==> config.mk <==
export PLATFORM = sky130hd
export DESIGN_NAME = axi_xbar_aw_w_sched
export DESIGN_NICKNAME = d
export VERILOG_FILES = /design/src/rtl/axi_xbar_aw_w_sched.sv
export SDC_FILE = /design/constraint.sdc
export NUM_CORES = 1
export LEC_CHECK = 0
export BUFFER_PORTS_ARGS = -buffer_cell sky130_fd_sc_hd__buf_2
export CAP_MARGIN = 10
export CELL_PAD_IN_SITES_DETAIL_PLACEMENT = 1
export CELL_PAD_IN_SITES_GLOBAL_PLACEMENT = 1
export CORE_AREA = 2 2 136 138
export DETAILED_ROUTE_END_ITERATION = 12
export DIE_AREA = 0 0 138 140
export GPL_TIMING_DRIVEN = 0
export PLACE_DENSITY = 0.79
export SYNTH_ARGS = -nofsm -noshare
export SYNTH_HDL_FRONTEND = slang
export SYNTH_SLANG_ARGS = --single-unit
==> constraint.sdc <==
create_clock -name clk_i -period 8.1 [get_ports clk_i]
set_clock_uncertainty 0.2 [all_clocks]
set_input_delay 0.81 -clock clk_i [delete_from_list [all_inputs] [get_ports clk_i]]
set_output_delay 0.81 -clock clk_i [all_outputs]
set_load 0.02 [all_outputs]
==> src/rtl/axi_xbar_aw_w_sched.sv <==
// Write-path scheduler for one crossbar master port: round-robin AW arbitration plus in-order W steering.
// Define AXI_XBAR_SCHED_W_BYPASS_EN to let W follow an AW in its own handshake cycle when no W is queued.
module axi_xbar_aw_w_sched #(
  parameter int unsigned NoSlvPorts = 4,
  parameter int unsigned MaxWTrans  = 8,
  parameter int unsigned AwWidth    = 64,
  localparam int unsigned IdxW = (NoSlvPorts == 1) ? 1 : $clog2(NoSlvPorts),
  localparam int unsigned CntW = $clog2(MaxWTrans + 1)
) (
  input  logic                                 clk_i,
  input  logic                                 rst_i,
  input  logic [NoSlvPorts-1:0]                slv_aw_valid_i,
  input  logic [NoSlvPorts-1:0][AwWidth-1:0]   slv_aw_i,
  output logic [NoSlvPorts-1:0]                slv_aw_ready_o,
  output logic                                 mst_aw_valid_o,
  output logic [AwWidth-1:0]                   mst_aw_o,
  output logic [IdxW-1:0]                      mst_aw_sel_o,
  input  logic                                 mst_aw_ready_i,
  input  logic [NoSlvPorts-1:0]                slv_w_valid_i,
  input  logic [NoSlvPorts-1:0]                slv_w_last_i,
  output logic [NoSlvPorts-1:0]                slv_w_ready_o,
  output logic                                 mst_w_valid_o,
  output logic                                 mst_w_last_o,
  output logic [IdxW-1:0]                      mst_w_sel_o,
  input  logic                                 mst_w_ready_i,
  output logic [CntW-1:0]                      w_outstanding_o
);

  localparam int unsigned PtrW = (MaxWTrans == 1) ? 1 : $clog2(MaxWTrans);

  logic [IdxW-1:0] rr_q;
  logic            lock_q;
  logic [IdxW-1:0] sel_q;
  logic [IdxW-1:0] fifo_q [MaxWTrans];
  logic [PtrW-1:0] wr_ptr_q, rd_ptr_q;
  logic [CntW-1:0] cnt_q;

  logic            arb_found;
  logic [IdxW-1:0] arb_idx, cand;
  logic [IdxW-1:0] grant;
  logic            grant_vld, fifo_full, fifo_empty, aw_hs;
  logic            w_active, w_last_hs, push, pop;
  logic [IdxW-1:0] w_idx;

  function automatic logic [PtrW-1:0] ptr_inc(input logic [PtrW-1:0] p);
    return (p == PtrW'(MaxWTrans - 1)) ? '0 : p + 1'b1;
  endfunction

  // First requesting input at or after the round-robin pointer, wrapping around.
  always_comb begin
    arb_found = 1'b0;
    arb_idx   = '0;
    cand      = '0;
    for (int k = 0; k < int'(NoSlvPorts); k++) begin
      cand = IdxW'((int'(rr_q) + k) % int'(NoSlvPorts));
      if (!arb_found && slv_aw_valid_i[cand]) begin
        arb_found = 1'b1;
        arb_idx   = cand;
      end
    end
  end

  // A stalled grant is held in sel_q so a later higher-priority request cannot preempt it.
  assign grant      = lock_q ? sel_q : arb_idx;
  assign grant_vld  = (lock_q | arb_found) & ~rst_i;
  assign fifo_full  = (cnt_q == CntW'(MaxWTrans));
  assign fifo_empty = (cnt_q == '0);

  assign mst_aw_valid_o = grant_vld & ~fifo_full;
  assign aw_hs          = mst_aw_valid_o & mst_aw_ready_i;
  assign mst_aw_o       = slv_aw_i[grant];
  assign mst_aw_sel_o   = rst_i ? '0 : grant;

  always_comb begin
    slv_aw_ready_o = '0;
    if (aw_hs) slv_aw_ready_o[grant] = 1'b1;
  end

  always_comb begin
    w_active = 1'b0;
    w_idx    = '0;
    if (!fifo_empty) begin
      w_active = 1'b1;
      w_idx    = fifo_q[rd_ptr_q];
    end
`ifdef AXI_XBAR_SCHED_W_BYPASS_EN
    else if (aw_hs) begin
      w_active = 1'b1;
      w_idx    = grant;
    end
`endif
  end

  assign mst_w_sel_o   = w_idx;
  assign mst_w_valid_o = w_active & slv_w_valid_i[w_idx];
  assign mst_w_last_o  = w_active & slv_w_last_i[w_idx];

  always_comb begin
    slv_w_ready_o = '0;
    if (w_active) slv_w_ready_o[w_idx] = mst_w_ready_i;
  end

  // A burst that completes through the bypass never needs a FIFO entry.
  assign w_last_hs = mst_w_valid_o & mst_w_ready_i & mst_w_last_o;
  assign pop       = w_last_hs & ~fifo_empty;
  assign push      = aw_hs & ~(fifo_empty & w_last_hs);

  always_ff @(posedge clk_i or posedge rst_i) begin
    if (rst_i) begin
      rr_q     <= '0;
      lock_q   <= 1'b0;
      sel_q    <= '0;
      wr_ptr_q <= '0;
      rd_ptr_q <= '0;
      cnt_q    <= '0;
      for (int i = 0; i < int'(MaxWTrans); i++) fifo_q[i] <= '0;
    end else begin
      if (aw_hs) begin
        rr_q   <= (grant == IdxW'(NoSlvPorts - 1)) ? '0 : grant + 1'b1;
        lock_q <= 1'b0;
      end else if (mst_aw_valid_o) begin
        lock_q <= 1'b1;
        sel_q  <= grant;
      end
      if (push) begin
        fifo_q[wr_ptr_q] <= grant;
        wr_ptr_q         <= ptr_inc(wr_ptr_q);
      end
      if (pop) rd_ptr_q <= ptr_inc(rd_ptr_q);
      cnt_q <= cnt_q + CntW'(push) - CntW'(pop);
    end
  end

  assign w_outstanding_o = cnt_q;

endmodule

# Word level (Yosys, flattened, before mapping)
# Index checks and enable logic that the tools add are counted.
# totals
reg_bits	31
latch_bits	0
ramBits	0
romBits	0
inputBits	272
output_inout_bits	83
wordCells	111
memories	0
# op_classes
add_sub_neg	8
mul	0
n_div	0
n_lt_le_gt_ge	11
n_eq_ne	4
shifts	0
mux	43
bitwise_logic	19
n_reduce_logical	12
# ops
cell	count
$bmux W64 S2	1
$mux W64	1
$mux W2	11
$lt A2 B3 Y1 const B	6
$bwmux W16	1
$mux W1	15
$bmux W1 S2	6
$and A1 B1 Y1	10
$ge A4 B4 Y1 const B	2
$mux W4	2
$not A3 Y4	2
$add A3 B1 Y3 const B	2
$bmux W2 S3	1
$demux W2 S3	1
$eq A3 B3 Y1 const B	2
$logic_and A1 B1 Y1	6
$mux W3	2
$not A1 Y1	5
$add A2 B1 Y2 const B	2
$add A2 B2 Y2 const B	2
$add A4 B1 Y4	1
$and A4 B4 Y4	1
$demux W1 S2	2
$eq A4 B4 Y1 const B	1
9 further kinds	12

# Logic depth before layout (Yosys ltp)
# Gate-level depths: netlist of run 1.
# logic_depth
depth_word	19
ltp_mapped	13
mapped_depth_nobuf	12

# Worst setup path before layout of run 1
# Ideal clock, no wire load.
# synth_path
path_type	input to output
startpoint	in slv_aw_valid_i[0]
endpoint	out mst_aw_o[53]
arrival_time_ps	2470
t_required_ps	7090
path_slack_ps	4620
cell_stages	9
n_path_buf	2
path_cell_list	a21oi_1 o21ai_0 nor2b_1 o31a_1 clkinv_1 buf_2 buf_2 mux2i_1 mux2i_1
# synth_via
elab_chain_len	15
word_cells_on_any_way	24
cone_classes	18 x mux; 6 x reduce/logical
# synth_lines
item	line_no	text
start: declaration	12	input logic [NoSlvPorts-1:0] slv_aw_valid_i,
$bmux W1 S2	56	if (!arb_found && slv_aw_valid_i[cand]) begin
$mux W1 (implied by the code)	56	
$mux W1	56	
$logic_not A1 Y1	56	
$logic_and A1 B1 Y1	56	
$mux W1	56	
$logic_not A1 Y1	56	
$logic_and A1 B1 Y1	56	
$mux W1	56	
$logic_not A1 Y1	56	
$logic_and A1 B1 Y1	56	
$mux W2 *	56	
$mux W2 *	64	assign grant = lock_q ? sel_q : arb_idx;
$bmux W64 S2 *	71	assign mst_aw_o = slv_aw_i[grant];
$mux W64 (implied by the code) *	71	
end: declaration	16	output logic [AwWidth-1:0] mst_aw_o,
# Every way passes the cells marked *; elsewhere a longest branch is shown, timed or not. The select of a mux whose other input is x is not followed.

# Final worst setup path of run 1
# layout_path
startpoint	in slv_aw_valid_i[0]
endpoint	out slv_aw_ready_o[2]
# layout_via
elab_chain_len	18
word_cells_on_any_way	33
cone_classes	2 x order compare; 20 x mux; 4 x bitwise; 7 x reduce/logical
# layout_lines
item	line_no	text
$bmux W1 S2	56	
$mux W1 (implied by the code)	56	
$mux W1	56	
$logic_not A1 Y1	56	
$logic_and A1 B1 Y1	56	
$mux W1	56	
$logic_not A1 Y1	56	
$logic_and A1 B1 Y1	56	
[... 2 more ...]	n/a	
$logic_and A1 B1 Y1	56	
$mux W2	56	
$mux W2	64	
$lt A2 B3 Y1 (implied by the code) or $ge A2 B1 Y1 (tied branches)	76	if (aw_hs) slv_aw_ready_o[grant] = 1'b1;
$logic_and A1 B1 Y1 (implied by the code)	76	
$mux W1 (implied by the code)	76	
$demux W1 S2	76	
$mux W4 *	76	
end: declaration	14	output logic [NoSlvPorts-1:0] slv_aw_ready_o,
# Marks and branches as above.

==> results of run 1 <==
[state kept, by name, indices dropped and copies added (netlist names)]
register	count
wr_ptr_q	3
fifo_q	16
lock_q	1
rd_ptr_q	3
rr_q	2
sel_q	2
w_outstanding_o	4
[where the power goes]
| group | switching (W) | internal, W |
|---|---|---|
| Sequential | 0.0000621 | 0.000232 |
| Clock | 0.0000686 | 0.000153 |
| Combinational | 0.00103 | 0.000750 |
[path summary, 6_finish.rpt]
path	startpoint	to	slack, ns	cells after the start
max	slv_aw_valid_i[0]	slv_aw_ready_o[2]	3.82	10
min	fifo_q[15]	fifo_q[15]	0.29	1
max reg2reg	rd_ptr_q[0]	w_outstanding_o[2]	4.70	12
min reg2reg	fifo_q[15]	fifo_q[15]	0.29	1
max in group asynchronous	rst_i	fifo_q[9]	6.90	3
min in group asynchronous	rst_i	lock_q	0.34	2
[critical path, stage by stage]
cell,delay (ns)
buf_2,0.13
mux2i_1,0.20
nor2_1,0.07
o41ai_1,0.73
inv_2,0.13
buf_2,0.27
buf_2,0.28
ha_1,0.27
and3_1,0.21
buf_2,0.17
[per-stage QoR]
| stage | total power [W] | instance area [um^2] | setup WS [ns] | std cells | hold slack, ns |
|---|---|---|---|---|---|
| 2_1_floorplan | 0.00154 | 4010 | 4.62 | 388 | 0.264 |
| 3_3_place_gp | 0.00204 | 6070 | 3.88 | 971 | 0.273 |
| 3_5_place_dp | 0.00208 | 6070 | 3.79 | 971 | 0.287 |
| 4_1_cts | 0.00232 | 6250 | 3.77 | 979 | 0.299 |
| 5_1_grt | 0.00246 | 6280 | 3.55 | 981 | 0.316 |
| 6_report | 0.00230 | 6300 | 3.82 | 990 | 0.294 |
[area by class of cell]
cell class / instances / area (um^2)
flip-flops and latches: 31 / 776
diodes: 10 / 25.0
fillers: 2204 / 11500
repair buffers: 355 / 1800
clock buffers: 6 / 139
well taps: 229 / 287
plain buffers: 27 / 141
inverters: 16 / 60.1
multi-input cells: 314 / 3040
clock inverters: 2 / 35.0
[layer usage]
metal	share of wire [%]	global-route usage [%]	wire, um
met4	1.0	4.08	218
met1	41	27.0	8650
met5	0.28	0	59
met2	45	33.1	9480
met3	12	8.17	2580
[logic make-up (layout without fill, tap and decap cells)]
group,after synthesis,after routing,synth area share [%]
XOR/XNOR,2,2,0.436
buffers and inverters,43,406,5.02
AO/OA/AOI/OAI,19,19,3.24
adder cells (fa/ha/maj),15,15,4.86
other,0,10,0
multiplexers,230,230,60.0
AND/OR/NAND/NOR,48,48,7.11
flip-flops,31,31,19.3
[layout by cell type, fill, tap and decap left out, types with 2 or more instances in the layout]
cell	n
clkbuf_16	5
mux2i_1	202
nor2_1	10
mux2_1	2
nand2_1	12
and2_1	2
diode_2	10
o21ai_1	2
mux2_4	3
buf_2	374
nor4_1	3
and3_1	4
nor3_1	4
mux4_2	4
mux2_2	18
nor4b_2	2
o21ai_0	3
ha_1	14
a21oi_1	6
xor2_1	2
clkbuf_1	5
a21o_1	2
nor2b_1	2
buf_6	2
dfrtp_1	31
inv_1	14
==> metrics.txt, run 1 <==
setup TNS 0 ns; nets 1037; critical path launch point type input port; Clock transition at path regs 0.05 ns; power density over the cells 364 nW/um^2; CP Capture Type primary output; H-tree levels 2; post-cts hold buffer count 0; most instantiated cells after synthesis mux2i_1 (202), dfrtp_1 (31), buf_2 (20); CP Data Arrival Time 3.27 ns; first-pass GRT wire length 30400 um; Worst-Margin Slew 0.772 ns; HP Class reg -> reg; DP HPWL 18500 um; vias in the first global route 4987; Synth area leaders mux2i_1 (50%), dfrtp_1 (19%), mux2_2 (5.0%); I/O pin count 355; Die Y 140 um; DR WL/cell 21.2 um; Worst-Skew Late Latency 0.28 ns; share of cells above drive strength 1 55.7%; Root Buffer clkbuf_16; Final Hold Viols 0; Vias 4598; setup violators final 0; most common cell in the netlist mux2i_1; WS Path Type in -> out; chip width 138 um; P&R area growth vs syn 56.9%; Rows 49; Max Slew Vio Count 0; Mapped Cells 388; Starting Density 22.6%; yosys warns 0; max_cap viols 0; Avg Cell Area, Syn 10.3 um^2; Max Root-Sink Buffers 2; top-area cell type share of the netlist area 50.4%; antenna viol nets, final 0; sequential cell area fraction in the yosys report 19.3%; residual DRC count 0; FFs w/ async S/R, synth 100%; achievable frequency 234 MHz; Peak VDD IR 269 uV; DRT iter0 DRCs 122; Syn Std Cell Area 4010 um^2; fin crit period 4.28 ns; number of synthesized flops with an enable pin 0; core area 17800 um^2; RSZ-0062 raised after global routing no; clock sinks 31; initial antenna violation count 19; WL final 21000 um; Leak 3.58 nW; register bit total from synthesis 31; largest net degree at the start of global routing 32; final worst-path cycle share 52.8%; Final Util 35.4%; Top FF cell, synth dfrtp_1; Post-CTS Setup Bufs 0; WP data required 7.09 ns; distinct cell type count after synthesis 43; gpl congestion 0.841; relative slew slack 47.9%; vias per cell 4.64; status complete, no violations; post_cts resized 0; GRT Overall Usage 20.8%; leading area contributor after synthesis mux2i_1; total gr overflow 0; syn_nets 675; CTS tree yes; port bufs 354; drt first pass iters 4; Crit Path Max Fanout 11; Num CTS Buffers 5; die area 19300 um^2
Note: power is estimated with default switching activity, not from simulation.
==> inputs of run 2 (changes only) <==
--- a/config.mk
+++ b/config.mk
@@ -9,11 +9,11 @@
 export CAP_MARGIN = 10
 export CELL_PAD_IN_SITES_DETAIL_PLACEMENT = 1
 export CELL_PAD_IN_SITES_GLOBAL_PLACEMENT = 1
-export CORE_AREA = 2 2 136 138
+export CORE_AREA = 2 2 137 139
 export DETAILED_ROUTE_END_ITERATION = 12
-export DIE_AREA = 0 0 138 140
+export DIE_AREA = 0 0 139 141
 export GPL_TIMING_DRIVEN = 0
-export PLACE_DENSITY = 0.79
+export PLACE_DENSITY = 0.81
 export SYNTH_ARGS = -nofsm -noshare
 export SYNTH_HDL_FRONTEND = slang
 export SYNTH_SLANG_ARGS = --single-unit
==> constraint.sdc (replaced) <==
create_clock -name clk_i -period 3.51 [get_ports clk_i]
set_clock_uncertainty 0.2 [all_clocks]
set_input_delay 0.351 -clock clk_i [delete_from_list [all_inputs] [get_ports clk_i]]
set_output_delay 0.351 -clock clk_i [all_outputs]
set_load 0.02 [all_outputs]
==> run 2 against run 1 <==
  * Clock-buffer cell count stayed put
  * Total power is 130% higher
  * Worst hold slack worse by 0.0050 ns
  * Critical endpoint is now w_outstanding_o[2]
  * Largest cell class unchanged
  * Highest routed layer is now met4
==> metrics.txt, run 2 (synthesis gave the netlist of run 1 again) <==
status complete, no violations; share of cells above drive strength 1 55.9%; Slowest-stage cell, CP mux4_2; met1 usage 21.9%; H-tree levels 2; Clk network pwr share 8.9%; commonest non-fill, non-tap cells in the layout buf_2 (371), mux2i_1 (202), dfrtp_1 (31); largest net degree at the start of global routing 32; CP Capture Type flip-flop; Peak VDD IR 483 uV; Final Hold Viols 0; fin crit period 3.36 ns; Clock transition at path regs 0.05 ns; Die Y 141 um; drt first pass iters 4; Max Root-Sink Buffers 2; Worst-Skew Late Latency 0.27 ns; Net Sw Power 0.00267 W; antenna viol nets, final 0; port bufs 354; DR WL/cell 21.2 um; total gr overflow 0; setup violators final 0; Leak 3.60 nW; WS Path Type reg -> reg; Sw Share 50.0%; residual DRC count 0; Vias 4661; busiest layer in global routing met2; CP Data Arrival Time 3.32 ns; I/O pin count 355; Starting Density 22.0%; Gate power share 78.4%; P&R area growth vs syn 58.4%; final total power 0.00534 W; commonest non-fill, non-tap cell in the layout buf_2; Max Slew Vio Count 0; sequential share of power 12.7%; gpl congestion 0.883; CTS tree yes; slowest stage delay, CP 0.55 ns; Root Buffer clkbuf_16; vias in the first global route 4966; CP top delay family multiplexers; first-pass GRT wire length 29900 um; setup TNS 0 ns; power density over the cells 839 nW/um^2; Num CTS Buffers 5; DRT iter0 DRCs 118; relative slew slack 45.0%; crit path buf inv count 3; crit path cell chain buf_6 > mux2i_1 > mux4_2 > mux4_2 > nand4_4 > inv_1 > ha_1 > inv_1 > ha_1 > fa_1 > xor2_1; die area 19600 um^2; HP Class reg -> reg; final worst-path cycle share 95.6%; vias per cell 4.66; GRT Overall Usage 20.4%; Crit Path Max Fanout 10; GR Layer Usage met3 2.79%; max reg flops 16; achievable frequency 298 MHz; Rows 50; core area 18300 um^2; max_cap viols 0; WP data required 3.47 ns; critical path launch point type flip-flop; met2 Use GR 40.4%; initial antenna violation count 23; Worst-Margin Slew 0.824 ns; nets 1042; DP HPWL 18800 um; chip width 139 um; internal power 0.00267 W; clock sinks 31; WL final 21200 um; Biggest register fifo_q
==> run 2: changes by cell type in the layout (fill, tap and decap cells not counted), sizes merged <==
| cell | delta |
|---|---|
| clkbuf | +3 |
| buf | +1 |
| clkinv | -1 |
| diode | +1 |
| dlygate4sd3 | +1 |
==> run 2: worst paths after layout <==
| kind | cells past startpoint | endpoint | from | slack (ns) |
|---|---|---|---|---|
| setup / recovery | 11 | w_outstanding_o[2] | rd_ptr_q[0] | 0.15 |
| hold / removal | 1 | fifo_q[14] | fifo_q[14] | 0.29 |
| setup reg to reg | 11 | w_outstanding_o[2] | rd_ptr_q[0] | 0.15 |
| hold reg to reg | 1 | fifo_q[14] | fifo_q[14] | 0.29 |
| max in group asynchronous | 4 | fifo_q[2] | rst_i | 2.13 |
| min in group asynchronous | 3 | w_outstanding_o[0] | rst_i | 0.50 |
==> run 2: layer usage <==
layer / wire length (um) / part of all wire, %
met1: 7460 / 35
met2: 11900 / 56
met3: 1180 / 5.6
met4: 688 / 3.2
met5: 0 / 0
==> run 2: area by class of cell <==
class	instances	area, um^2
clock buffers	6	129
fillers	2253	11900
clock inverters	1	30.0
repair buffers	360	1840
diodes	11	27.5
flip-flops and latches	31	776
inverters	16	60.1
multi-input cells	314	3060
well taps	234	293
plain buffers	27	150
==> run 2: repair_timing <==
action                                  CTS  global route
resized for setup                         1             6
buffers inserted                          0             4
hold buffers                              0             1
endpoints found under the setup margin    2            12
pin swaps                                 0             1
endpoints found under the hold margin     0             9
==> run 2: per-stage QoR <==
stage               hold slack, ns  cells  utilization [%]  area (um^2)  setup WS [ns]
global route                 0.311    994             34.7         6340       -0.00582
detailed placement           0.282    976             33.3         6080         0.0896
finish                       0.289   1000             34.8         6360          0.154
floorplan                    0.255    388                -         4010          0.219
CTS                          0.285    983             34.2         6240        0.00712
global placement             0.272    976             33.3         6080          0.167
==> run 2: worst register-to-register path, cell delays in order, from the launching register on <==
cell and delay [ns]:
dfrtp_1 0.38, buf_6 0.18, mux2i_1 0.32, mux4_2 0.35, mux4_2 0.55, nand4_4 0.12, inv_1 0.06, ha_1 0.28
inv_1 0.05, ha_1 0.19, fa_1 0.39, xor2_1 0.17
==> run 2: power groups by stage <==
stage	clock network, W	registers, W	logic [W]
6_report	0.000474	0.000678	0.00418
5_1_grt	0.000493	0.000709	0.00452
4_1_cts	0.000479	0.000679	0.00414
3_5_place_dp	0	0.000680	0.00412
3_3_place_gp	0	0.000665	0.00401
2_1_floorplan	0	0.000668	0.00288
==> inputs of run 3 (changes only) <==
--- a/config.mk
+++ b/config.mk
@@ -13,6 +13,7 @@
 export DETAILED_ROUTE_END_ITERATION = 12
 export DIE_AREA = 0 0 139 141
 export GPL_TIMING_DRIVEN = 0
+export MAX_ROUTING_LAYER = met4
 export PLACE_DENSITY = 0.81
 export SYNTH_ARGS = -nofsm -noshare
 export SYNTH_HDL_FRONTEND = slang
==> run 3 against run 2 <==
  * Total power hardly changed
  * Via count is essentially flat
  * Non-clock buffer count unchanged
  * Clock-buffer cell count is the same
  * Worst hold slack worse by 0.00051 ns
  * Global-route usage is 0.60 points higher
  * Final cell count is 0.20% lower
  * Clock power down 1%
  * First-iteration DRC count up 11%
  * Sequential share of layout area about the same
  * Critical path depth stayed put
  * Critical endpoint is now mst_aw_o[24]
  * Largest power group unchanged
==> metrics.txt, run 3 (synthesis gave the netlist of run 1 again) <==
Clock transition at path regs 0.05 ns; P&R area growth vs syn 58.3%; Num CTS Buffers 5; Clk network pwr share 8.8%; total gr overflow 0; internal power 0.00267 W; Rows 50; Gate power share 78.5%; commonest non-fill, non-tap cell in the layout buf_2; Sw Share 49.9%; Max Slew Vio Count 0; vias in the first global route 4970; CTS tree yes; Leak 3.60 nW; DRT iter0 DRCs 131; WL final 21100 um; status complete, no violations; design area 6350 um^2; Root Buffer clkbuf_16; setup violators final 0; CP Data Arrival Time 2.82 ns; Vias 4658; max reg flops 16; Biggest register fifo_q; drt first pass iters 4; Final Hold Viols 0; share of cells above drive strength 1 55.9%; Peak VDD IR 483 uV; Crit Path Max Fanout 10; filler cell count 2251; clock sinks 31; Starting Density 22.0%; commonest non-fill, non-tap cells in the layout buf_2 (371), mux2i_1 (202), dfrtp_1 (31); pre-CTS WS 0.0896 ns; placed cells 976; chip width 139 um; fin crit period 3.37 ns; Cell Area, Placed 6080 um^2; Final WS setup 0.137 ns; GRT Overall Usage 21.0%; critical path launch point type flip-flop; residual DRC count 0; antenna viol nets, final 0; nets 1042; initial antenna violation count 23; Max Root-Sink Buffers 2; Worst-Skew Late Latency 0.27 ns; die area 19600 um^2; HP Class reg -> reg; Net Sw Power 0.00266 W; vias per cell 4.67; port bufs 354; DR WL/cell 21.1 um; WS Path Type reg -> out; DP HPWL 18800 um; first-pass GRT wire length 29900 um; Die Y 141 um; core area 18300 um^2; gpl congestion 0.897; Non-Filler Instances 998; final worst-path cycle share 96.1%; largest net degree at the start of global routing 32; H-tree levels 2; final total power 0.00533 W; max_cap viols 0; CP Capture Type primary output; Worst-Margin Slew 0.790 ns; WP data required 2.96 ns; sequential share of power 12.7%; achievable frequency 297 MHz; I/O pin count 355; relative slew slack 47.3%; power density over the cells 839 nW/um^2
[run 3: worst paths after layout]
kind | from | to | slack, ns | depth (start not counted)
max | rr_q[1] | mst_aw_o[24] | 0.14 | 11
min in group asynchronous | rst_i | fifo_q[15] | 0.45 | 3
max in group asynchronous | rst_i | wr_ptr_q[1] | 2.22 | 4
min | fifo_q[14] | fifo_q[14] | 0.29 | 1
min reg2reg | fifo_q[14] | fifo_q[14] | 0.29 | 1
max reg2reg | rd_ptr_q[0] | w_outstanding_o[2] | 0.16 | 11
[run 3: stage by stage]
step / TNS (ns) / utilization (%) / hold WS, ns
finish: 0 / 34.8 / 0.289
global route: -0.00339 / 34.7 / 0.311
CTS: 0 / 34.2 / 0.285
detailed placement: 0 / 33.3 / 0.282
global placement: 0 / 33.3 / 0.272
floorplan: 0 / - / 0.255
[run 3: layout make-up]
cell class / instances / area [um^2] / area share [%]
Sequential cell: 31 / 776 / 12.2
Tap cell: 234 / 293 / 4.61
Timing Repair Buffer: 360 / 1840 / 28.9
Buffer: 27 / 150 / 2.36
Multi-Input combinational cell: 314 / 3060 / 48.1
Antenna cell: 9 / 22.5 / 0.354
Clock buffer: 6 / 129 / 2.03
Inverter: 16 / 60.1 / 0.945
Clock inverter: 1 / 30.0 / 0.473
[run 3: power by group through the flow]
stage               clock network [W]  logic [W]  registers [W]
floorplan                           0    0.00288       0.000668
finish                       0.000469    0.00418       0.000678
CTS                          0.000479    0.00414       0.000679
global route                 0.000495    0.00452       0.000708
detailed placement                  0    0.00412       0.000680
global placement                    0    0.00401       0.000665
[run 3: repair_timing]
action,CTS,global route
setup buffers,0,4
pin swaps,0,1
endpoints found under the setup margin,2,12
resized for setup,1,6
hold endpoints to repair,0,6
hold buffers,0,1
[run 3: per-layer routing]
| metal | track usage [%] | up-vias | share of wire [%] |
|---|---|---|---|
| met5 | - | - | 0 |
| met3 | 2.24 | 50 | 4.5 |
| met4 | 7.23 | 0 | 3.3 |
| met2 | 40.3 | 224 | 56 |
| li1 | - | 2187 | - |
| met1 | 22.4 | 2197 | 37 |
[run 3: worst max-delay path, stage by stage (launching register included)]
cell and delay (ns):
dfrtp_1 0.37, buf_6 0.14, a21oi_1 0.11, o21ai_0 0.08, nor2b_1 0.14, o31a_1 0.36
clkinv_1 0.10, buf_2 0.22, buf_2 0.35, mux2i_1 0.34, mux2i_1 0.14, buf_2 0.20
